--- src/rtl/spi_target_pkg.sv ---
// Shared types and constants for the SPI mode-0 target transceiver.
package spi_target_pkg;

    localparam int BYTE_W = 8;

    typedef enum logic {
        IDLE   = 1'b0,
        ACTIVE = 1'b1
    } state_t;

endpackage

--- src/rtl/spi_target_sync.sv ---
// Multi-stage synchroniser for one asynchronous SPI pin, plus a flop holding
// the previous synchronised value so single-cycle rise/fall strobes can be
// derived. RST_VAL sets the value the chain assumes during reset.
module spi_target_sync #(
    parameter int   STAGES  = 2,
    parameter logic RST_VAL = 1'b0
) (
    input  logic clk,
    input  logic reset_n,
    input  logic d,
    output logic q,
    output logic rise,
    output logic fall
);

    logic [STAGES-1:0] sync_q;
    logic [STAGES-1:0] sync_d;
    logic              prev_q;
    logic              prev_d;

    // Next value of the shift chain and the edge-detect history flop.
    always_comb begin
        sync_d = {sync_q[STAGES-2:0], d};
        prev_d = sync_q[STAGES-1];
    end

    // Synchroniser chain and previous-value register.
    always_ff @(posedge clk or negedge reset_n) begin
        if (!reset_n) begin
            sync_q <= {STAGES{RST_VAL}};
            prev_q <= RST_VAL;
        end else begin
            sync_q <= sync_d;
            prev_q <= prev_d;
        end
    end

    assign q    = sync_q[STAGES-1];
    assign rise = sync_q[STAGES-1] & ~prev_q;
    assign fall = ~sync_q[STAGES-1] & prev_q;

endmodule

--- src/rtl/spi_target.sv ---
// SPI mode-0 target byte transceiver. The master's pins are oversampled in the
// clk domain; MOSI is deserialised into bytes and bytes from a one-entry
// transmit holding register are serialised onto MISO.
module spi_target
    import spi_target_pkg::*;
#(
    parameter int SYNC_STAGES = 2
) (
    input  logic              clk,
    input  logic              reset_n,
    input  logic              sck,
    input  logic              cs,
    input  logic              sdi,
    output logic              sdo,
    output logic              sdo_oe,
    output logic [BYTE_W-1:0] rx_data,
    output logic              rx_valid,
    input  logic [BYTE_W-1:0] tx_data,
    input  logic              tx_valid,
    output logic              tx_ready,
    output logic              frame_start,
    output logic              frame_end,
    output logic              underrun
);

    logic sck_rise_s, sck_fall_s, sck_lvl_s;
    logic cs_rise_s, cs_fall_s, cs_lvl_s;
    logic sdi_s;

    logic [SYNC_STAGES-1:0] sdi_sync_q, sdi_sync_d;

    state_t              state_q, state_d;
    logic [2:0]          bit_cnt_q, bit_cnt_d;
    logic [BYTE_W-2:0]   rx_shift_q, rx_shift_d;
    logic [BYTE_W-1:0]   tx_shift_q, tx_shift_d;
    logic [BYTE_W-1:0]   hold_data_q, hold_data_d;
    logic                hold_full_q, hold_full_d;
    logic [BYTE_W-1:0]   rx_data_q, rx_data_d;
    logic                rx_valid_q, rx_valid_d;
    logic                frame_start_q, frame_start_d;
    logic                frame_end_q, frame_end_d;
    logic                underrun_q, underrun_d;
    logic                sdo_q, sdo_d;
    logic                sdo_oe_q, sdo_oe_d;

    logic byte_load_s;
    logic tx_shift_en_s;
    logic tx_accept_s;

    // sck idles low. cs resets low so that a cs already low when reset is
    // released produces no falling edge; a fresh fall is required to start.
    spi_target_sync #(.STAGES(SYNC_STAGES), .RST_VAL(1'b0)) u_sck_sync (
        .clk     (clk),
        .reset_n (reset_n),
        .d       (sck),
        .q       (sck_lvl_s),
        .rise    (sck_rise_s),
        .fall    (sck_fall_s)
    );

    spi_target_sync #(.STAGES(SYNC_STAGES), .RST_VAL(1'b0)) u_cs_sync (
        .clk     (clk),
        .reset_n (reset_n),
        .d       (cs),
        .q       (cs_lvl_s),
        .rise    (cs_rise_s),
        .fall    (cs_fall_s)
    );

    // MOSI needs only the level, aligned with the sck edge-detect stage.
    always_comb begin
        sdi_sync_d = {sdi_sync_q[SYNC_STAGES-2:0], sdi};
    end

    assign sdi_s       = sdi_sync_q[SYNC_STAGES-1];
    assign tx_accept_s = tx_valid & ~hold_full_q;

    // Frame sequencing, bit counting, shift registers and holding register.
    always_comb begin
        state_d       = state_q;
        bit_cnt_d     = bit_cnt_q;
        rx_shift_d    = rx_shift_q;
        tx_shift_d    = tx_shift_q;
        hold_data_d   = hold_data_q;
        hold_full_d   = hold_full_q;
        rx_data_d     = rx_data_q;
        rx_valid_d    = 1'b0;
        frame_start_d = 1'b0;
        frame_end_d   = 1'b0;
        underrun_d    = 1'b0;
        byte_load_s   = 1'b0;
        tx_shift_en_s = 1'b0;

        case (state_q)
            IDLE: begin
                if (cs_fall_s) begin
                    state_d       = ACTIVE;
                    frame_start_d = 1'b1;
                    bit_cnt_d     = 3'd0;
                    byte_load_s   = 1'b1;
                end else begin
                    state_d = IDLE;
                end
            end
            ACTIVE: begin
                // cs edges win over sck edges seen in the same cycle; a
                // partial byte is simply dropped.
                if (cs_rise_s) begin
                    state_d     = IDLE;
                    frame_end_d = 1'b1;
                end else if (sck_rise_s) begin
                    rx_shift_d = {rx_shift_q[BYTE_W-3:0], sdi_s};
                    bit_cnt_d  = bit_cnt_q + 3'd1;
                    if (bit_cnt_q == 3'd7) begin
                        rx_data_d  = {rx_shift_q, sdi_s};
                        rx_valid_d = 1'b1;
                    end else begin
                        rx_valid_d = 1'b0;
                    end
                end else if (sck_fall_s) begin
                    if (bit_cnt_q != 3'd0) begin
                        tx_shift_en_s = 1'b1;
                    end else begin
                        byte_load_s = 1'b1;
                    end
                end else begin
                    state_d = ACTIVE;
                end
            end
            default: begin
                state_d = IDLE;
            end
        endcase

        // Byte slot: take the holding register, or send zeros and flag it.
        if (byte_load_s) begin
            if (hold_full_q) begin
                tx_shift_d  = hold_data_q;
                hold_full_d = 1'b0;
            end else begin
                tx_shift_d = 8'h00;
                underrun_d = 1'b1;
            end
        end else if (tx_shift_en_s) begin
            tx_shift_d = {tx_shift_q[BYTE_W-2:0], 1'b0};
        end else begin
            tx_shift_d = tx_shift_q;
        end

        // Accept is judged on the old fill state, so a same-cycle load and
        // handshake hands out the old byte and refills with the new one.
        if (tx_accept_s) begin
            hold_data_d = tx_data;
            hold_full_d = 1'b1;
        end else begin
            hold_data_d = hold_data_q;
        end

        sdo_oe_d = (state_q == ACTIVE);
        sdo_d    = (state_q == ACTIVE) ? tx_shift_q[BYTE_W-1] : 1'b0;
    end

    // State and datapath registers; reset aborts any frame with no pulses.
    always_ff @(posedge clk or negedge reset_n) begin
        if (!reset_n) begin
            sdi_sync_q    <= {SYNC_STAGES{1'b0}};
            state_q       <= IDLE;
            bit_cnt_q     <= 3'd0;
            rx_shift_q    <= 7'h00;
            tx_shift_q    <= 8'h00;
            hold_data_q   <= 8'h00;
            hold_full_q   <= 1'b0;
            rx_data_q     <= 8'h00;
            rx_valid_q    <= 1'b0;
            frame_start_q <= 1'b0;
            frame_end_q   <= 1'b0;
            underrun_q    <= 1'b0;
            sdo_q         <= 1'b0;
            sdo_oe_q      <= 1'b0;
        end else begin
            sdi_sync_q    <= sdi_sync_d;
            state_q       <= state_d;
            bit_cnt_q     <= bit_cnt_d;
            rx_shift_q    <= rx_shift_d;
            tx_shift_q    <= tx_shift_d;
            hold_data_q   <= hold_data_d;
            hold_full_q   <= hold_full_d;
            rx_data_q     <= rx_data_d;
            rx_valid_q    <= rx_valid_d;
            frame_start_q <= frame_start_d;
            frame_end_q   <= frame_end_d;
            underrun_q    <= underrun_d;
            sdo_q         <= sdo_d;
            sdo_oe_q      <= sdo_oe_d;
        end
    end

    assign sdo         = sdo_q;
    assign sdo_oe      = sdo_oe_q;
    assign rx_data     = rx_data_q;
    assign rx_valid    = rx_valid_q;
    assign tx_ready    = ~hold_full_q;
    assign frame_start = frame_start_q;
    assign frame_end   = frame_end_q;
    assign underrun    = underrun_q;

    // Synchronised levels are kept for debug visibility only.
    logic unused_lvl_s;
    assign unused_lvl_s = sck_lvl_s ^ cs_lvl_s;

endmodule

--- config.mk ---
export PLATFORM = sky130hd
export DESIGN_NAME = spi_target
export DESIGN_NICKNAME = d
export VERILOG_FILES = /design/src/rtl/spi_target_pkg.sv /design/src/rtl/spi_target_sync.sv /design/src/rtl/spi_target.sv
export SDC_FILE = /design/constraint.sdc
export NUM_CORES = 1
export LEC_CHECK = 0
export BUFFER_PORTS_ARGS = -buffer_cell sky130_fd_sc_hd__buf_2
export CAP_MARGIN = 40
export CORE_UTILIZATION = 40
export DETAILED_ROUTE_END_ITERATION = 12
export HOLD_SLACK_MARGIN = 0.02
export PLACE_DENSITY = 0.6
export RECOVER_POWER = 50
export SLEW_MARGIN = 20
export SYNTH_ARGS = -nofsm -noshare
export SYNTH_HDL_FRONTEND = slang
export SYNTH_SLANG_ARGS = --single-unit
--- constraint.sdc ---
create_clock -name clk -period 1.3 [get_ports clk]
set_input_delay 0.065 -clock clk [delete_from_list [all_inputs] [get_ports clk]]
set_output_delay 0.065 -clock clk [all_outputs]
set_load 0.05 [all_outputs]
* Word level (Yosys, flattened, before mapping)
Index checks and enable logic that the tools add are counted.
** Storage, ports and cells
- Output and inout port bits :: 15
- Bits in registers :: 50
- Word-level logic and storage cells :: 73
** Operators by class
- Mux-type cells :: 32
- Equal/unequal tests :: 4
- Add/subtract/negate cells :: 1
- Bitwise operators :: 12
- Reduce and logical (&&, ||, !) cells :: 6
** Operator list (count)
- $mux W8 :: 3
- $mux W1 :: 23
- $mux W3 :: 3
- $not A1 Y1 :: 7
- $ne A2 B2 Y1 const B :: 3
- $pmux W3 S2 :: 1
- $reduce_and A3 Y1 :: 2
- $and A1 B1 Y1 :: 5
- $pmux W1 S2 :: 2
- $reduce_and A4 Y1 :: 1
- $reduce_bool A2 Y1 :: 2
- $add A3 B1 Y3 const B :: 1
- $eq A3 B3 Y1 const B :: 1
- $reduce_bool A3 Y1 :: 1

* Logic depth before layout (Yosys ltp)
Gate-level depths: netlist (run 1).
- Depth after elaboration :: 8
- Mapped depth :: 5
- Mapped depth without buffers :: 5

* By module
From an unflattened synthesis (run 1), not the netlist that was laid out.
** Second synthesis, totals
- Cell total of the unflattened synthesis :: 147
- Area total of the unflattened synthesis :: 1916.8 sq um
** By module, submodules not included
- spi_target :: cells each 137, area an instance 1736.7 sq um, instances 1
- spi_target_sync :: cells each 5, area an instance 90.1 sq um, instances 2

* Worst setup path before layout (run 1)
OpenSTA, ideal clock, no wires.
- Kind :: reg-to-reg
- Start :: reg bit_cnt_q[0]
- End :: reg tx_shift_q[1]
- Data required time :: 1.152 ns
- Period minus slack after synthesis :: 1.415 ns
- Data arrival time :: 1.266 ns
- Path slack :: -0.115 ns
- Stages on the path, launching flop included :: 6
- Path through :: dfrtp_1 > inv_1 > ha_1 > nor2b_1 > a31oi_1 > o221ai_1
** Between the ends
- Word-level cells in the longest chain between the ends :: 7
** Ends and longest elaborated chain
- start, declared :: RTL line spi_target.sv:33 : logic [2:0] bit_cnt_q, bit_cnt_d;
- start signal, assigned :: RTL line spi_target.sv:183 : bit_cnt_q <= bit_cnt_d;
- $reduce_bool A3 Y1 (*) :: RTL line spi_target.sv:121 : if (bit_cnt_q != 3'd0) begin
- $mux W1 :: RTL line spi_target.sv:121
- $mux W1 :: RTL line spi_target.sv:120 : end else if (sck_fall_s) begin
- $mux W1 :: RTL line spi_target.sv:111 : end else if (sck_rise_s) begin
- $mux W1 :: RTL line spi_target.sv:108 : if (cs_rise_s) begin
- $pmux W1 S2 / $mux W1 (equally long branches) :: RTL line spi_target.sv:94 : case (state_q)
- $mux W8 / $reduce_bool A2 Y1 (equally long branches)
- end signal, assigned :: RTL line spi_target.sv:185 : tx_shift_q <= tx_shift_d;
- end, declared :: RTL line spi_target.sv:35 : logic [BYTE_W-1:0] tx_shift_q, tx_shift_d;
Every way passes the cells marked *; elsewhere a longest branch is shown, timed or not.
A chain may end at the register's enable or synchronous reset.

* Final worst setup path (run 1)
- Start :: reg u_cs_sync.sync_q[1]
- End :: reg bit_cnt_q[1]
** Between the ends
- Word-level cells in the longest chain between the ends :: 4
** Ends and longest elaborated chain
- start, declared :: RTL line spi_target_sync.sv:16 : logic [STAGES-1:0] sync_q;
- start signal, assigned :: RTL line spi_target_sync.sv:30 : sync_q <= {STAGES{RST_VAL}};
- start signal, assigned :: RTL line spi_target_sync.sv:33 : sync_q <= sync_d;
- $not A1 Y1 :: RTL line spi_target_sync.sv:40 : assign fall = ~sync_q[STAGES-1] & prev_q;
- $and A1 B1 Y1 :: RTL line spi_target_sync.sv:40
- $ne A2 B2 Y1 (no line)
- $reduce_and A3 Y1 (no line) (*)
Marks and branches as above.

==> metrics.md, run 1 <==
| Metric | Value |
|---|---|
| Maximum vdd drop | `0.678 mV` |
| DP HPWL | `2810 microns` |
| Largest net degree at the start of global routing | `51` |
| Hold crit path type | `in2reg` |
| Post-synthesis cell type count | `29` |
| Final antenna diode count | `0` |
| Final setup viols | `25` |
| WHS | `212 ps` |
| Cell Count, Final, Fillers Out | `298` |
| CP max-delay cell | `or3b_4` |
| Max stage delay on crit path | `440 ps` |
| Synth top area share | `61.9%` |
| Crit path cell chain | `or3b_4 -> buf_6 -> clkinv_4 -> nor2_2 -> mux2_4` |
| Leading cell types in the layout, fill and taps excluded | `dfrtp_1, buf_2, buf_4` |
| CP endpoint kind | `flip-flop` |
| Clk_lat worst skew | `300 ps` |
| Die X-Extent | `73.1 microns` |
| Crit path max-delay family | `simple AND/OR/NAND/NOR gates` |
| Placer Congestion | `0.879` |
| Worst setup margin | `-119 ps` |
| TritonCTS Buffers | `5` |
| Critical Setup Path Class | `reg2reg` |
| Commonest non-fill, non-tap cell in the layout | `dfrtp_1` |
| Post-synth top area cell | `dfrtp_1` |
| Die Height | `73.1 microns` |
| Area growth from synthesis to layout | `45.5%` |
| Post-DRT Antenna Nets | `0` |
| Area contributors post-synth | `dfrtp_1, mux2_2, o311ai_0` |
| Clk slew on worst S/H paths | `80 ps` |
| Syn Inst Count | `157` |
| Post-Place Cells | `266` |
| Residual DRC | `0` |
| Nets | `247` |
| Layout Skew | `4.89 ps` |
| TritonCTS clock tree | `done` |
| Routed length per instance | `14.6 microns` |
| CP Data Required Time | `1490 ps` |
| Via count | `1448` |
| PwrDens | `1650 mW/mm^2` |
| Core Area | `0.00479 sq mm` |
| Clock Sinks | `50` |
| Max Root-Sink Buffers | `2` |
| Startpoint types | `flip-flop` |
| # Max-Cap Violations | `0` |
| Vias in the first global route | `1501` |
| Min Clock Period, post-route | `1420 ps` |
| Initial antenna violation count | `0` |
| Unrepaired setup endpoints after global routing | `true` |
| Remaining Overflow, GRT | `0` |
| Final Hold Viols | `0` |
| Fillers | `371` |
| Pins Over Slew Limit | `0` |
| Root buffer cell | `clkbuf_8` |
| Syn. warnings | `0` |
| Worst slew margin | `55.8%` |
| Mapped cell area | `0.00202 sq mm` |
| Lkg Pwr | `1.43 nW` |
| Die area | `0.00534 sq mm` |
| CP Buf/Inv Count | `2` |
| F_max | `705 MHz` |
| PortBufs | `28` |
| CP Max Fanout | `4` |
| Outcome | `finished, violations left` |
| Placement Rows | `25` |
| Period utilization | `109%` |
| CP arrival | `1610 ps` |
| Register area share after synthesis | `61.9%` |
| Mapped Nets | `174` |
| DRT iter0 DRCs | `69` |
| Vias per cell | `4.86` |
| Global-route usage over all layers | `17.7%` |
| Synthesized area per cell | `12.9 sq um` |
| Post-synthesis register bit count | `50` |
| Failing checks | `negative setup slack` |
| Initial Util | `42.2%` |
| Tightest Pin Transition | `663 ps` |
| Post-Route WL | `4360 microns` |
| Io pins | `29` |
| 1st-pass router iterations | `4` |
| Layout cell share with drive strength beyond 1 | `51.1%` |
| CTS H-tree lvls | `2` |
| Global-route wire length before repair | `7030 microns` |
per-layer routing:
layer  wire, microns  GRT usage (%)
met5               0              0
met4              76           6.75
met3             128           4.28
met2            2150           28.1
met1            2000           23.4
timing repair:
item	4_1_cts	5_1_grt
setup buffers	7	5
pin swaps	6	4
setup endpoints to repair	28	29
hold endpoints to repair	61	0
cloned	1	1
hold buffers	12	0
resized for setup	26	24
cells in the mapped netlist:
cell type / instances
dfrtp_1: 50
mux2_2: 17
inv_1: 14
nand2_1: 11
o21ai_0: 9
o311ai_0: 8
nand3_1: 7
o221ai_1: 7
nor2b_1: 4
buf_2: 3
ha_1: 3
nand2b_1: 3
nor2_1: 3
clkbuf_1: 2
mux2i_1: 2
a21oi_1: 1
a31o_2: 1
a31oi_1: 1
and2_1: 1
and2b_1: 1
and4b_1: 1
buf_6: 1
clkinv_4: 1
mux2_1: 1
nand3_4: 1
nand4_1: 1
nand4_4: 1
nor4bb_1: 1
or3b_1: 1
metrics by stage:
step                      worst slack [ps]  area [sq um]  utilization (%)  power [W]  setup TNS [ps]
after global placement                -120          2440             51.0    0.00349           -1900
after global routing                  -197          2940             61.5    0.00517           -3080
final                                 -119          2940             61.5    0.00486           -1350
after detailed placement              -172          2440             51.0    0.00360           -2970
after floorplan                      -37.6          2090                -    0.00308            -404
after CTS                             -110          2800             58.5    0.00470           -1620
flip-flops by register name, indices dropped and copies added (netlist names):
signal / cells
hold_data_q: 8
rx_data: 8
tx_shift_q: 8
rx_shift_q: 7
bit_cnt_q: 3
sdi_sync_q: 2
u_cs_sync.sync_q: 2
u_sck_sync.sync_q: 2
frame_end: 1
frame_start: 1
hold_full_q: 1
rx_valid: 1
sdo: 1
sdo_oe: 1
sdo_oe_d: 1
u_cs_sync.prev_q: 1
u_sck_sync.prev_q: 1
underrun: 1
where the power goes:
part | switching, W | internal [W] | total, W | leakage [nW]
registers | 0.000272 | 0.00197 | 0.00225 | 0.639
logic | 0.000836 | 0.000870 | 0.00171 | 0.742
clock network | 0.000476 | 0.000429 | 0.000905 | 0.0482
cells by family after synthesis:
kind of cell | Yosys count | share of synthesized area [%]
flops | 50 | 61.9
simple gates | 36 | 10.8
compound gates | 27 | 9.72
buf+inv | 21 | 4.70
mux | 20 | 11.0
fa+ha+maj | 3 | 1.86
worst reg2reg max path, cell delays in order, from the launching register on:
cell      delay [ps]
dfrtp_1          410
or3b_4           440
buf_6            150
clkinv_4          40
nor2_2            20
mux2_4           240
final timing paths:
path | slack (ps) | cells past startpoint | from | end
setup / recovery | -120 | 5 | u_cs_sync.sync_q[1]$_DFF_PN0_ | bit_cnt_q[1]$_DFFE_PN0P_
hold / removal | 210 | 3 | tx_valid | hold_data_q[3]$_DFFE_PN0P_
setup reg to reg | -120 | 5 | u_cs_sync.sync_q[1]$_DFF_PN0_ | bit_cnt_q[1]$_DFFE_PN0P_
hold reg to reg | 350 | 0 | sdi_sync_q[0]$_DFF_PN0_ | sdi_sync_q[1]$_DFF_PN0_
max in group asynchronous | 420 | 3 | reset_n | underrun$_DFF_PN0_
min in group asynchronous | 440 | 3 | reset_n | rx_shift_q[6]$_DFFE_PN0P_
area by class of cell:
| class | count | area [sq um] | share of cell area (%) |
|---|---|---|---|
| Multi-Input combinational cell | 88 | 933 | 31.7 |
| Sequential cell | 50 | 1250 | 42.5 |
| Tap cell | 67 | 83.8 | 2.85 |
| Clock buffer | 7 | 86.3 | 2.93 |
| Timing Repair Buffer | 70 | 518 | 17.6 |
| Inverter | 15 | 65.1 | 2.21 |
| Clock inverter | 1 | 5.00 | 0.170 |
Note: power is estimated with default switching activity, not from simulation.
==> run 2: changes to the inputs <==
PLACE_DENSITY = 0.58   (was 0.6)
SKIP_CTS_REPAIR_TIMING = 1   (was unset)
clock period = 1.5 ns   (was 1.3 ns; I/O delays follow)
==> run 2 against run 1 <==
  * The flow now finishes without violations
  * Critical path depth stayed put
  * Final area is 12% lower
  * Clock skew is 3.7 ps higher
  * Via count is 7.1% lower
  * Die area stayed put
  * Core utilization is 7.5 points lower
  * Highest routed layer unchanged
  * Fmax is 2.6% lower
  * Setup slack better by 160 ps
  * Hold slack better by 16 ps
  * First-iteration DRC count is 22% higher
  * Sequential power is 15% lower
  * Largest cell class unchanged
==> metrics.md, run 2 (synthesis results as in run 1) <==
| Metric | Value |
|---|---|
| Outcome | `finished, final reports clean` |
| Max stage delay on crit path | `450 ps (about the same)` |
| Layout Skew | `8.54 ps (+3.65 ps)` |
| TritonCTS clock tree | `done` |
| Leading cell types in the layout, fill and taps excluded | `dfrtp_1, buf_2, mux2_2` |
| Startpoint types | `flip-flop` |
| Io pins | `29 (unchanged)` |
| Routed length per instance | `13.2 microns (-10%)` |
| Lkg Pwr | `1.26 nW (-12%)` |
| # Max-Cap Violations | `0 (unchanged)` |
| Area of the multi-input gates | `718 sq um (-23%)` |
| PortBufs | `28 (unchanged)` |
| Placer Congestion | `0.799 (-9.0%)` |
| Min Clock Period, post-route | `1460 ps (+38.1 ps)` |
| CP arrival | `1640 ps (+30 ps)` |
| CP Data Required Time | `1690 ps (+200 ps)` |
| Tightest Pin Transition | `503 ps (-161 ps)` |
| Commonest non-fill, non-tap cell in the layout | `dfrtp_1` |
| WHS | `228 ps (+15.7 ps)` |
| Global-route wire length before repair | `5930 microns (-16%)` |
| Residual DRC | `0 (unchanged)` |
| DP HPWL | `2520 microns (-10%)` |
| PwrDens | `1480 mW/mm^2 (-11%)` |
| Clk slew on worst S/H paths | `90 ps (about the same)` |
| DRT iter0 DRCs | `84 (+22%)` |
| Maximum vdd drop | `0.571 mV (-16%)` |
| Nets | `228 (-7.7%)` |
| Crit path max-delay family | `flip-flops` |
| FF+latch area | `0.00125 sq mm (+0.20%)` |
| Area growth from synthesis to layout | `27.7%` |
| Post-DRT Antenna Nets | `0 (unchanged)` |
| Period utilization | `97.2% (-12 points)` |
| Hold crit path type | `in2reg` |
| CP Max Fanout | `6 (+2)` |
| F_max | `686 MHz (-2.6%)` |
| Initial antenna violation count | `0 (unchanged)` |
| Die Height | `73.1 microns (unchanged)` |
| CP endpoint kind | `flip-flop` |
| Max Root-Sink Buffers | `2 (unchanged)` |
| Root buffer cell | `clkbuf_8` |
| Final Hold Viols | `0 (unchanged)` |
| Via count | `1345 (-7.1%)` |
| Die X-Extent | `73.1 microns (unchanged)` |
| Final setup viols | `0 (-100%)` |
| CP max-delay cell | `dfrtp_2` |
| Pins Over Slew Limit | `0 (unchanged)` |
| Die area | `0.00534 sq mm (unchanged)` |
| Initial Util | `42.2% (unchanged)` |
| Core Area | `0.00479 sq mm (unchanged)` |
| Worst slew margin | `66.4% (+11 points)` |
| Critical Setup Path Class | `reg2reg` |
| Vias in the first global route | `1262 (-16%)` |
| Crit path cell chain | `or3b_4 -> buf_4 -> clkinv_4 -> nor2_1 -> mux2_2` |
| Post-Route WL | `3670 microns (-16%)` |
| Fillers | `421 (+13%)` |
| Final antenna diode count | `0 (unchanged)` |
| CP Buf/Inv Count | `2 (unchanged)` |
| Placement Rows | `25 (unchanged)` |
| Remaining Overflow, GRT | `0 (unchanged)` |
| 1st-pass router iterations | `4 (unchanged)` |
| Layout cell share with drive strength beyond 1 | `36.8% (-14 points)` |
| Vias per cell | `4.82 (-0.79%)` |
| CTS H-tree lvls | `2 (unchanged)` |
| TritonCTS Buffers | `5 (unchanged)` |
| Tot Pwr | `0.00381 W (-22%)` |
| Largest net degree at the start of global routing | `31 (-39%)` |
| Clock Sinks | `50 (unchanged)` |
| Global-route usage over all layers | `14.8% (-2.8 points)` |
| Clk_lat worst skew | `300 ps (about the same)` |
[run 2: final timing paths]
check / from / to / slack [ps] / cells past startpoint
min in group asynchronous: reset_n / tx_shift_q[1]$_DFFE_PN0P_ / 270 / 2
max in group asynchronous: reset_n / sdo_oe_d$_DFF_PN0_ / 680 / 3
worst min-delay path: tx_valid / hold_data_q[3]$_DFFE_PN0P_ / 230 / 3
worst min register to register: u_sck_sync.sync_q[0]$_DFF_PN0_ / u_sck_sync.sync_q[1]$_DFF_PN0_ / 360 / 0
worst max-delay path: u_cs_sync.sync_q[1]$_DFF_PN0_ / bit_cnt_q[1]$_DFFE_PN0P_ / 40 / 5
worst max register to register: u_cs_sync.sync_q[1]$_DFF_PN0_ / bit_cnt_q[1]$_DFFE_PN0P_ / 40 / 5
[run 2: area by class of cell]
type	count	share of cell area, %
Multi-Input combinational cell	86	27.8
Clock inverter	1	0.194
Clock buffer	7	3.34
Tap cell	67	3.25
Sequential cell	50	48.5
Timing Repair Buffer	53	14.5
Inverter	15	2.37
[run 2: where the power goes]
part           leakage [nW]  switching (W)  total [W]  internal (W)
sequential            0.637       0.000196    0.00191       0.00171
clock                0.0482       0.000412   0.000785      0.000372
combinational         0.573       0.000603    0.00112      0.000517
[run 2: routing by layer]
| metal | vias up | wire [microns] | global-route usage (%) |
|---|---|---|---|
| li1 | 661 | - | - |
| met4 | 0 | 44 | 6.54 |
| met2 | 34 | 1770 | 23.7 |
| met3 | 5 | 147 | 4.14 |
| met1 | 645 | 1710 | 18.9 |
| met5 | - | 0 | 0 |
[run 2: worst register-to-register path, delay by kind of cell, from the launching register on]
family,cells,cell delay [ps]
AND/OR/NAND/NOR,2,450
multiplexers,1,250
flip-flops,1,450
buffers and inverters,2,200
[run 2: through the flow]
stage	worst slack (ps)	utilization (%)	instance area, sq um	TNS [ps]	cells
after floorplan	85.5	-	2020	0	157
after global placement	-57.3	48.4	2310	-354	258
after detailed placement	-156	48.4	2310	-932	258
after CTS	-158	50.3	2410	-1000	266
after global routing	-18.4	54.0	2580	-48.3	279
final	42.7	54.0	2580	0	279
